### src/rtl/minesweeper_pkg.sv
// Shared timing limits and BCD digit type for the minesweeper score/timer slice.
package minesweeper_pkg;

  localparam int TIME_W   = 10;
  localparam int MAX_TIME = 999;

  typedef struct packed {
    logic [3:0] hun;
    logic [3:0] ten;
    logic [3:0] one;
  } bcd3_t;

  localparam bcd3_t BCD_MAX = '{hun: 4'd9, ten: 4'd9, one: 4'd9};

endpackage

### src/rtl/minesweeper_bcd_counter.sv
// Three-digit BCD seconds counter: clear, increment, saturate at 9-9-9.
// Only built when SCORE_BCD_EN is defined.
`ifdef SCORE_BCD_EN
module minesweeper_bcd_counter
  import minesweeper_pkg::*;
(
  input  logic  clk,
  input  logic  i_rst_n,
  input  logic  i_clr,
  input  logic  i_inc,
  output bcd3_t o_count
);

  bcd3_t r_count;

  always_ff @(posedge clk) begin
    if (!i_rst_n || i_clr) begin
      r_count <= '0;
    end else if (i_inc && (r_count != BCD_MAX)) begin
      if (r_count.one != 4'd9) begin
        r_count.one <= r_count.one + 4'd1;
      end else begin
        r_count.one <= 4'd0;
        if (r_count.ten != 4'd9) begin
          r_count.ten <= r_count.ten + 4'd1;
        end else begin
          r_count.ten <= 4'd0;
          r_count.hun <= r_count.hun + 4'd1;
        end
      end
    end
  end

  assign o_count = r_count;

endmodule
`endif

### src/rtl/minesweeper_score_timer.sv
// Minesweeper game timer, board-clear hold counter and best-time register.
// Define SCORE_BCD_EN to add 3-digit BCD copies of elapsed and high_score.
module minesweeper_score_timer
  import minesweeper_pkg::*;
#(
  parameter int CLK_HZ       = 50000000,
  parameter int CLEAR_CYCLES = 1024
) (
  input  logic              clk,
  input  logic              reset_in,
  input  logic              reset_out,
  input  logic              clock_run,
  input  logic              compare_high_score,
  output logic              many_cycles,
  output logic [TIME_W-1:0] elapsed,
  output logic [TIME_W-1:0] high_score,
  output logic              high_score_valid,
`ifdef SCORE_BCD_EN
  output logic [11:0]       elapsed_bcd,
  output logic [11:0]       high_score_bcd,
`endif
  output logic              new_record
);

  localparam int CW = (CLEAR_CYCLES > 1) ? $clog2(CLEAR_CYCLES) : 1;
  localparam int PW = (CLK_HZ > 1) ? $clog2(CLK_HZ) : 1;

  logic [CW-1:0]     r_clr_cnt;
  logic [PW-1:0]     r_presc;
  logic [TIME_W-1:0] r_elapsed;
  logic [TIME_W-1:0] r_high_score;
  logic              r_valid;
  logic              r_new_record;
  logic              r_cmp_q;
  logic              w_tick;
  logic              w_fire;
  logic              w_record;

  assign w_tick   = clock_run && reset_out && (r_presc == PW'(CLK_HZ - 1));
  assign w_fire   = compare_high_score && !r_cmp_q;
  assign w_record = !r_valid || (r_elapsed < r_high_score);

  always_ff @(posedge clk) begin
    if (!reset_in) begin
      r_clr_cnt <= '0;
    end else if (reset_out) begin
      r_clr_cnt <= '0;
    end else if (r_clr_cnt != CW'(CLEAR_CYCLES - 1)) begin
      r_clr_cnt <= r_clr_cnt + 1'b1;
    end
  end

  assign many_cycles = !reset_out && (r_clr_cnt == CW'(CLEAR_CYCLES - 1));

  // Prescaler keeps running past the 999 s ceiling; only elapsed stops.
  always_ff @(posedge clk) begin
    if (!reset_in || !reset_out) begin
      r_presc   <= '0;
      r_elapsed <= '0;
    end else if (clock_run) begin
      r_presc <= w_tick ? '0 : r_presc + 1'b1;
      if (w_tick && (r_elapsed != TIME_W'(MAX_TIME))) begin
        r_elapsed <= r_elapsed + 1'b1;
      end
    end
  end

  // The edge detector tracks the input even during a board clear, so a win
  // level held across the clear cannot fire a second time.
  always_ff @(posedge clk) begin
    if (!reset_in) begin
      r_cmp_q      <= 1'b0;
      r_high_score <= '0;
      r_valid      <= 1'b0;
      r_new_record <= 1'b0;
    end else begin
      r_cmp_q <= compare_high_score;
      if (!reset_out) begin
        r_new_record <= 1'b0;
      end else if (w_fire) begin
        r_new_record <= w_record;
        if (w_record) begin
          r_high_score <= r_elapsed;
          r_valid      <= 1'b1;
        end
      end
    end
  end

  assign elapsed          = r_elapsed;
  assign high_score       = r_high_score;
  assign high_score_valid = r_valid;
  assign new_record       = r_new_record;

`ifdef SCORE_BCD_EN
  bcd3_t w_el_bcd;
  bcd3_t r_hs_bcd;

  minesweeper_bcd_counter u_bcd (
    .clk     (clk),
    .i_rst_n (reset_in),
    .i_clr   (!reset_out),
    .i_inc   (w_tick),
    .o_count (w_el_bcd)
  );

  always_ff @(posedge clk) begin
    if (!reset_in) begin
      r_hs_bcd <= '0;
    end else if (reset_out && w_fire && w_record) begin
      r_hs_bcd <= w_el_bcd;
    end
  end

  assign elapsed_bcd    = w_el_bcd;
  assign high_score_bcd = r_hs_bcd;
`endif

endmodule

### config.mk
export PLATFORM = sky130hd
export DESIGN_NAME = minesweeper_score_timer
export DESIGN_NICKNAME = d
export VERILOG_FILES = /design/src/rtl/minesweeper_pkg.sv /design/src/rtl/minesweeper_bcd_counter.sv /design/src/rtl/minesweeper_score_timer.sv
export SDC_FILE = /design/constraint.sdc
export NUM_CORES = 1
export LEC_CHECK = 0
export ABC_AREA = 1
export ABC_CLOCK_PERIOD_IN_PS = 1500
export BUFFER_PORTS_ARGS = -buffer_cell sky130_fd_sc_hd__buf_2
export CAP_MARGIN = 10
export CORE_MARGIN = 5
export CORE_UTILIZATION = 30
export CTS_CLUSTER_SIZE = 30
export DETAILED_ROUTE_END_ITERATION = 16
export PLACE_DENSITY = 0.46
export SLEW_MARGIN = 5
export SYNTH_ARGS = -nofsm -noshare
export SYNTH_HDL_FRONTEND = slang
export SYNTH_SLANG_ARGS = --single-unit
### constraint.sdc
create_clock -name clk -period 1.5 [get_ports clk]
set_input_delay 0.075 -clock clk [delete_from_list [all_inputs] [get_ports clk]]
set_output_delay 0.075 -clock clk [all_outputs]
set_load 0.02 [all_outputs]
==> results of run 1 <==
## critical path: stages, from the launching register on
cell,delay [ns]
dfxtp_4,0.35
inv_2,0.04
ha_4,0.24
a21o_1,0.16
nor2_2,0.10
nand3_2,0.10
nand2_4,0.11
buf_6,0.14
nand3_2,0.06
nand2_1,0.08
nor2_1,0.04
## path summary, 6_finish.rpt
path / from / end / slack (ns)
setup / recovery: high_score[9]$_SDFFE_PN0P_ / high_score[8]$_SDFFE_PN0P_ / -0.04
setup reg to reg: high_score[9]$_SDFFE_PN0P_ / high_score[8]$_SDFFE_PN0P_ / -0.04
hold reg to reg: r_presc[4]$_SDFFE_PN0P_ / r_presc[4]$_SDFFE_PN0P_ / 0.51
hold / removal: clock_run / r_presc[1]$_SDFFE_PN0P_ / 0.14
## timing repair
action	4_1_cts	5_1_grt
hold buffers	2	0
endpoints found under the hold margin	1	0
gates cloned	1	2
pin swaps	28	44
endpoints found under the setup margin	37	49
setup buffers	9	9
resized for setup	61	93
## kinds of logic (layout without fill, tap and decap cells)
logic type,Yosys count,count (layout)
buffers and inverters,80,190
DFF,59,59
xor gates and xnor gates,15,15
and+or+nand+nor,269,270
AOI/OAI and AO/OA,49,49
adders and majority gates,12,12
## layer usage
metal	part of all wire [%]	wire length, µm	up-vias	global-route usage, %
li1	-	-	1762	-
met1	44	4290	1575	17.7
met2	51	4980	53	26.0
met3	2.9	281	13	2.85
met4	2.3	228	0	5.95
met5	0	0	-	0
## final cells by class
class	instances	area, µm²
clock buffers	12	155
clock inverters	3	15.0
fillers	1096	5920
inverters	71	272
multi-input cells	346	2240
flip-flops and latches	59	1250
well taps	140	175
repair buffers	103	758
repair inverters	1	5.00
## sequential cells by signal, indices dropped and copies added (netlist names)
signal / count
high_score: 10
high_score_valid: 1
r_cmp_q: 1
elapsed: 10
r_presc: 26
r_clr_cnt: 10
new_record: 1
## power by group through the flow
stage          Combinational (W)  Sequential, W  Clock [W]
2_1_floorplan           0.000141        0.00167          0
3_3_place_gp            0.000259        0.00164          0
3_5_place_dp            0.000264        0.00164          0
4_1_cts                 0.000333        0.00161    0.00135
5_1_grt                 0.000383        0.00161    0.00142
6_report                0.000348        0.00160    0.00131
## cells in the mapped netlist
| library cell | number | area [µm²] |
|---|---|---|
| a31oi_1 | 5 | 31.3 |
| nor2_1 | 74 | 278 |
| nor3_1 | 14 | 70.1 |
| xnor2_1 | 4 | 35.0 |
| buf_2 | 4 | 20.0 |
| dfxtp_1 | 59 | 1180 |
| a21o_1 | 1 | 7.51 |
| nor2_2 | 5 | 31.3 |
| inv_1 | 67 | 251 |
| nor2_4 | 5 | 56.3 |
| nand2_1 | 99 | 372 |
| nand2_4 | 1 | 11.3 |
| nor3_2 | 1 | 10.0 |
| inv_2 | 4 | 15.0 |
| buf_6 | 1 | 11.3 |
| nor4_1 | 1 | 6.26 |
| nand2_2 | 6 | 37.5 |
| a211oi_1 | 1 | 7.51 |
| clkbuf_1 | 4 | 15.0 |
| a21oi_1 | 31 | 155 |
| nand4_1 | 9 | 56.3 |
| or2_2 | 3 | 18.8 |
| nor3b_1 | 1 | 7.51 |
| xor2_1 | 11 | 96.3 |
| o21a_1 | 1 | 7.51 |
| nand3_2 | 5 | 50.1 |
| nand3_1 | 42 | 210 |
| nor3_4 | 2 | 32.5 |
| o21ai_0 | 10 | 50.1 |
| ha_1 | 12 | 150 |
| nand3b_1 | 1 | 7.51 |
## through the flow
| stage | hold WS [ns] | util [%] | std cells |
|---|---|---|---|
| 6_report | 0.135 | 45.1 | 735 |
| 5_1_grt | 0.165 | 45.1 | 735 |
| 4_1_cts | 0.0974 | 41.9 | 724 |
| 3_5_place_dp | 0.278 | 37.1 | 698 |
| 3_3_place_gp | 0.269 | 37.1 | 698 |
| 2_1_floorplan | 0.168 | - | 484 |
==> flow_summary.json, run 1 <==
{
  "outcome": "finished with violations",
  "violations": "setup timing",
  "port_buffers": 27,
  "drc": 0,
  "antenna_found_initial": 0,
  "skew_ns": 0.0131,
  "p_sw_w": 0.000855,
  "power.internal_w": 0.00240,
  "period_minus_slack_ns": 1.54,
  "grt_max_degree": 22,
  "post_synth_and_or_nand_nor_area_fraction_pct": 38.2,
  "fin_ws_ns": -0.0394,
  "vdd.ir_drop.worst_v": 0.000581,
  "num_rows": 38,
  "p_leak_nw": 2.07,
  "grt_pass1_wl_mm": 15.6,
  "drv_slew": 0,
  "maxCapViolCount": 0,
  "r2r_cells": 10,
  "post_synth.cell_area_avg_um2": 6.80,
  "ys_seq_area_share_pct": 35.9,
  "die_y_um": 115,
  "fin_area_um2": 4870,
  "cp.arrival_ns": 1.77,
  "nets": 608,
  "yosys_warnings": 0,
  "numCtsBuffers": 9,
  "fmax_ghz": 0.650,
  "synthMuxAreaShare_pct": 0,
  "synthesis.nets": 501,
  "worstHoldPathType": "in -> reg",
  "fin_crit_sh_pct": 103,
  "die_area_um2": 13200,
  "cts.clk_slew.worst_paths_ns": 0.07,
  "core_area_um2": 10800,
  "dr.pass1.iters": 4,
  "drtAntennaViolNets": 0,
  "yosys.area_share.adder_pct": 4.56,
  "ys_types": 31,
  "power_density_nw_per_um2": 669,
  "htree_levels": 3,
  "worstPathMaxFanout": 5,
  "clock-root-buffer": "clkbuf_8",
  "p_clk_share_pct": 40.1,
  "mostFrequentLayoutCells": "83 x nand2_1, 64 x buf_4, 58 x nor2_1, 55 x inv_1, 30 x dfxtp_2",
  "gp_congestion": 0.835,
  "vias": 3403,
  "hold_depth": 3,
  "synth_top_family_by_area": "simple AND/OR/NAND/NOR gates",
  "drt_iter0_drc": 178,
  "swShare_pct": 26.3,
  "placed_cell_area_um2": 4010,
  "relSlewSlack_pct": 75.1,
  "worstMarginPinSlew_ns": 0.372,
  "critPathLaunchType": "flip-flop",
  "hpwl_mm": 6.93,
  "finalPower_w": 0.00326,
  "setup_violations": 9,
  "clock_sinks": 59,
  "pwr-share-comb_pct": 10.7,
  "start_util_pct": 30.5,
  "rsz0062_at_grt": "true",
  "seqPwrFrac_pct": 49.2,
  "grt_pass1_vias": 3352,
  "clockBufferDepth": 2,
  "ios": 28,
  "crit_type": "reg -> reg",
  "area_growth_pct": 48.1,
  "synthCells": 484,
  "grt_overflow": 0,
  "layout-drive-gt1-share_pct": 47.2,
  "syn_area_um2": 3290,
  "ys_seq_elements": 59,
  "synth_compound_area_share_pct": 7.87,
  "layout_commonest_cell": "nand2_1",
  "cts_tree": "built",
  "synth_xor_area_share_pct": 3.99,
  "clk_latency_ns": 0.34,
  "avgRoutedWirePerCell_um": 13.3,
  "finalWirelength_mm": 9.78,
  "hold_viol": 0,
  "cp-end-kind": "flip-flop",
  "globalRouteTotalUtil_pct": 14.8,
  "finalSetupTns_ns": -0.149,
  "cp.required_ns": 1.73,
  "dp_worst_setup_slack_ns": -0.102,
  "die_width_um": 115,
  "diodes": 0,
  "avgViaCountPerCell": 4.63
}
(Power assumes the default switching activity.)
==> inputs of run 2 (changes only) <==
- PLACE_DENSITY: 0.46 -> 0.45
==> run 2 against run 1 <==
Effect of this change: the run still ends with setup timing left; clock skew shrank 0.0038 ns; fmax shrank 2.6%; total power grew 9.1%; cell count grew 1.4%; critical path type unchanged; critical endpoint is now high_score[2]$_SDFFE_PN0P_; highest routed layer unchanged.
==> flow_summary.json, run 2 (same netlist as run 1, synthesis figures left out) <==
{
  "die_width_um": 115,
  "area_growth_pct": 53.0,
  "fmax_ghz": 0.632,
  "mostFrequentLayoutCells": "77 x nand2_1, 69 x buf_4, 59 x nor2_1, 52 x inv_1",
  "numCtsBuffers": 9,
  "dr.pass1.iters": 5,
  "globalRouteTotalUtil_pct": 14.6,
  "fin_area_um2": 5030,
  "clk_latency_ns": 0.34,
  "cp-end-kind": "flip-flop",
  "final.fill_count": 1105,
  "hpwl_mm": 6.81,
  "cp.required_ns": 1.73,
  "gp_congestion": 0.814,
  "cts.clk_slew.worst_paths_ns": 0.07,
  "fin_crit_sh_pct": 105,
  "vdd.ir_drop.worst_v": 0.000333,
  "drtAntennaViolNets": 0,
  "power_density_nw_per_um2": 706,
  "worstPathMaxFanout": 5,
  "avgViaCountPerCell": 4.60,
  "grt_pass1_vias": 3274,
  "ios": 28,
  "die_area_um2": 13200,
  "crit_chain": "inv_2 -> ha_4 -> nand2_1 -> nor2_4 -> nand3_2 -> nand3_4 -> buf_12 -> nand2_8 -> a21oi_2 -> nor2_1",
  "setup_violations": 11,
  "drv_slew": 0,
  "relSlewSlack_pct": 58.7,
  "antenna_found_initial": 0,
  "holdWs_ns": 0.143,
  "cp.arrival_ns": 1.81,
  "worstHoldPathType": "in -> reg",
  "layout-drive-gt1-share_pct": 48.6,
  "num_rows": 38,
  "slowest_stage": "dfxtp_4",
  "outcome": "finished with violations",
  "period_minus_slack_ns": 1.58,
  "die_y_um": 115,
  "layout_commonest_cell": "nand2_1",
  "port_buffers": 27,
  "grt_overflow": 0,
  "maxCapViolCount": 0,
  "cpPeakStageDelay_ns": 0.35,
  "grt_max_degree": 22,
  "top_register": "r_presc",
  "core_area_um2": 10800,
  "largest_register_ffs": 26,
  "start_util_pct": 30.5,
  "critical_path.top_delay_family": "simple AND/OR/NAND/NOR gates",
  "clockBufferDepth": 2,
  "clock-root-buffer": "clkbuf_8",
  "diodes": 0,
  "violations": "setup timing",
  "finalWirelength_mm": 9.40,
  "rsz0062_at_grt": "true",
  "clock_sinks": 59,
  "fin_ws_ns": -0.0811,
  "cts_tree": "built",
  "skew_ns": 0.00926,
  "fin_util_pct": 46.6,
  "avgRoutedWirePerCell_um": 12.6,
  "seq_area_um2": 1250,
  "drc": 0,
  "critPathLaunchType": "flip-flop",
  "nets": 617,
  "htree_levels": 3,
  "drt_iter0_drc": 130,
  "multi_input_area_um2": 2300,
  "grt_pass1_wl_mm": 15.2,
  "hold_viol": 0,
  "crit_type": "reg -> reg",
  "cp_num_buf_inv": 2,
  "vias": 3425,
  "worstMarginPinSlew_ns": 0.618,
  "placed_cell_area_um2": 4070,
  "p_leak_nw": 2.13
}
-- run 2: area by class of cell --
cell class / count / share of cell area (%)
Clock buffer: 14 / 3.23
Clock inverter: 2 / 0.696
Inverter: 71 / 5.39
Multi-Input combinational cell: 348 / 45.7
Sequential cell: 59 / 24.8
Tap cell: 140 / 3.48
Timing Repair Buffer: 111 / 16.8
-- run 2: worst register-to-register path, stage by stage, from the launching register on --
cell     delay, ns
dfxtp_4       0.35
inv_2         0.04
ha_4          0.26
nand2_1       0.08
nor2_4        0.12
nand3_2       0.10
nand3_4       0.13
buf_12        0.13
nand2_8       0.06
a21oi_2       0.17
nor2_1        0.05
-- run 2: routing by layer --
layer / GRT usage (%) / vias to the layer above / share of wire [%]
met4: 5.40 / 0 / 1.4
met3: 2.48 / 12 / 3.3
met5: 0 / - / 0
met2: 26.3 / 47 / 52
met1: 17.3 / 1581 / 43
li1: - / 1785 / -
-- run 2: stage by stage --
step                      TNS (ns)  std cells  worst slack, ns  power [W]
after floorplan            -0.0508        484         -0.00639    0.00181
after global placement       -4.54        706           -0.208    0.00191
after detailed placement     -5.02        706           -0.244    0.00191
after CTS                   -0.571        729          -0.0684    0.00353
after global routing         -2.28        745           -0.167    0.00371
final                       -0.551        745          -0.0811    0.00355
-- run 2: timing repair --
item | 4_1_cts | 5_1_grt
pin swaps | 29 | 60
endpoints found under the hold margin | 2 | 0
resized for setup | 56 | 109
endpoints found under the setup margin | 42 | 48
hold buffers | 2 | 0
cloned | 3 | 0
buffers inserted | 2 | 17
-- run 2: power breakdown --
group          internal, W  total, W  switching [W]
registers          0.00159   0.00161      0.0000257
logic             0.000194  0.000426       0.000232
clock network     0.000859   0.00151       0.000656
total              0.00264   0.00355       0.000913
-- run 2: final timing paths --
| path | startpoint | endpoint | slack, ns | cells past startpoint |
|---|---|---|---|---|
| min reg2reg | r_presc[6]$_SDFFE_PN0P_ | r_presc[6]$_SDFFE_PN0P_ | 0.49 | 2 |
| max | high_score[7]$_SDFFE_PN0P_ | high_score[2]$_SDFFE_PN0P_ | -0.08 | 10 |
| min | reset_out | r_clr_cnt[5]$_SDFFE_PP0P_ | 0.14 | 4 |
| max reg2reg | high_score[7]$_SDFFE_PN0P_ | high_score[2]$_SDFFE_PN0P_ | -0.08 | 10 |
==> inputs of run 3 (changes only) <==
- ABC_CLOCK_PERIOD_IN_PS: 1500 -> 2000
- PLACE_DENSITY: 0.45 -> 0.44
- clock period: 1.5 -> 2 ns (I/O delays scaled with it)
==> run 3 against run 2 <==
Effect of this change: sequential share of layout area increased by 6.1 points; worst hold slack got worse by 0.028 ns; critical path type unchanged; largest power group unchanged; combinational power down 61%; the flow now finishes without violations.
==> flow_summary.json, run 3 (same netlist as run 1, synthesis figures left out) <==
{
  "final.fill_count": 1175,
  "cts.clk_slew.worst_paths_ns": 0.07,
  "drtAntennaViolNets": 0,
  "rsz0062_at_grt": "false",
  "htree_levels": 3,
  "port_buffers": 27,
  "avgViaCountPerCell": 4.58,
  "power_density_nw_per_um2": 642,
  "period_minus_slack_ns": 1.79,
  "relSlewSlack_pct": 68.2,
  "r2r_cells": 8,
  "worstPathMaxFanout": 11,
  "multi_input_area_um2": 1800,
  "layout-drive-gt1-share_pct": 15.9,
  "ios": 28,
  "worstReg2RegEnd": "r_presc[13]$_SDFFE_PN0P_",
  "layout_commonest_cell": "nand2_1",
  "vias": 3062,
  "drv_slew": 0,
  "die_y_um": 115,
  "finalWirelength_mm": 8.32,
  "crit_chain": "ha_1 -> inv_1 -> nor3_1 -> nand3_2 -> nor2_4 -> nor2_4 -> inv_2 -> nor2_1",
  "slowest_stage": "dfxtp_1",
  "cpPeakStageDelay_ns": 0.37,
  "fin_ws_ns": 0.208,
  "outcome": "finished, final reports clean",
  "skew_ns": 0.00941,
  "setup_violations": 0,
  "clock-root-buffer": "clkbuf_8",
  "hpwl_mm": 6.37,
  "num_rows": 38,
  "placed_cell_area_um2": 3610,
  "diodes": 0,
  "seq_area_um2": 1180,
  "cp.required_ns": 2.23,
  "crit_top_cell": "nor2_4",
  "rrSetupSlack_ns": 0.21,
  "fin_area_um2": 3820,
  "area_growth_pct": 16.2,
  "mostFrequentLayoutCells": "99 x nand2_1, 74 x nor2_1, 67 x inv_1, 59 x dfxtp_1, 42 x nand3_1",
  "clock_sinks": 59,
  "avgRoutedWirePerCell_um": 12.4,
  "dp_worst_setup_slack_ns": 0.192,
  "antenna_found_initial": 0,
  "holdWs_ns": 0.115,
  "finalSetupTns_ns": 0,
  "clk_latency_ns": 0.34,
  "cp-end-kind": "flip-flop",
  "vdd.ir_drop.worst_v": 0.000305,
  "core_area_um2": 10800,
  "dr.pass1.iters": 7,
  "whs_endpoint": "r_presc[1]$_SDFFE_PN0P_",
  "grt_overflow": 0,
  "cts_tree": "built",
  "clockBufferDepth": 2,
  "largest_register_ffs": 26,
  "numCtsBuffers": 9,
  "worstMarginPinSlew_ns": 0.476,
  "cp.arrival_ns": 2.02,
  "p_leak_nw": 1.63,
  "finalPower_w": 0.00245,
  "grt_pass1_wl_mm": 13.9,
  "gp_congestion": 0.820,
  "fmax_ghz": 0.558,
  "globalRouteTotalUtil_pct": 13.3,
  "hold_viol": 0,
  "critPathLaunchType": "flip-flop",
  "nets": 540,
  "die_width_um": 115,
  "wl_met1_mm": 4.00,
  "drc": 0,
  "r2r-start": "r_presc[0]$_SDFFE_PN0P_",
  "grt_pass1_vias": 2899,
  "hold_depth": 3,
  "min_from": "clock_run",
  "highest_layer": "met4",
  "maxCapViolCount": 0,
  "dr_wl_met2_mm": 3.85,
  "crit_type": "reg -> reg",
  "start_util_pct": 30.5,
  "wl_met3_um": 306,
  "grt_max_degree": 22,
  "top_register": "r_presc",
  "die_area_um2": 13200,
  "worstHoldPathType": "in -> reg",
  "fin_crit_sh_pct": 89.6,
  "drt_iter0_drc": 133
}
[run 3: how the worst max path moves through the flow]
| stage | startpoint | end | depth (start not counted) |
|---|---|---|---|
| 6_report | r_presc[0]$_SDFFE_PN0P_ | r_presc[13]$_SDFFE_PN0P_ | 8 |
| 5_1_grt | elapsed[7]$_SDFFE_PN0P_ | elapsed[6]$_SDFFE_PN0P_ | 7 |
| 4_1_cts | r_presc[0]$_SDFFE_PN0P_ | r_presc[21]$_SDFFE_PN0P_ | 8 |
| 3_5_place_dp | r_presc[0]$_SDFFE_PN0P_ | r_presc[15]$_SDFFE_PN0P_ | 8 |
| 3_3_place_gp | r_presc[0]$_SDFFE_PN0P_ | r_presc[15]$_SDFFE_PN0P_ | 8 |
| 2_1_floorplan | elapsed[4]$_SDFFE_PN0P_ | high_score[0]$_SDFFE_PN0P_ | 12 |
[run 3: where the power goes]
group	switching [W]	total [W]	internal, W
Clock	0.000508	0.00108	0.000570
Sequential	0.0000153	0.00121	0.00119
Combinational	0.000109	0.000168	0.0000587
[run 3: through the flow]
stage	instances	util (%)
after global placement	650	33.5
after global routing	668	35.4
after detailed placement	650	33.5
final	668	35.4
after CTS	668	35.4
after floorplan	484	-
[run 3: critical path, delay by kind of cell, from the launching register on]
| kind | cells | cell delay (ns) |
|---|---|---|
| simple gates | 5 | 0.80 |
| flops | 1 | 0.37 |
| buf+inv | 2 | 0.27 |
| fa+ha+maj | 1 | 0.25 |
[run 3: layer usage]
layer	GRT usage [%]	up-vias
met2	21.9	52
met1	16.6	1380
li1	-	1617
met4	5.71	0
met3	3.01	13
met5	0	-
[run 3: cell type report]
| class | count | share of cell area (%) |
|---|---|---|
| Tap cell | 140 | 4.58 |
| Inverter | 71 | 6.97 |
| Clock inverter | 7 | 1.80 |
| Multi-Input combinational cell | 345 | 47.0 |
| Sequential cell | 59 | 30.9 |
| Timing Repair Buffer | 37 | 5.56 |
| Clock buffer | 9 | 3.24 |
[run 3: what timing repair did]
action / in CTS / in global routing
setup endpoints to repair: 1 / 0
resized for setup: 0 / 0
setup buffers: 1 / 0
hold endpoints to repair: 1 / 0
hold buffers: 1 / 0
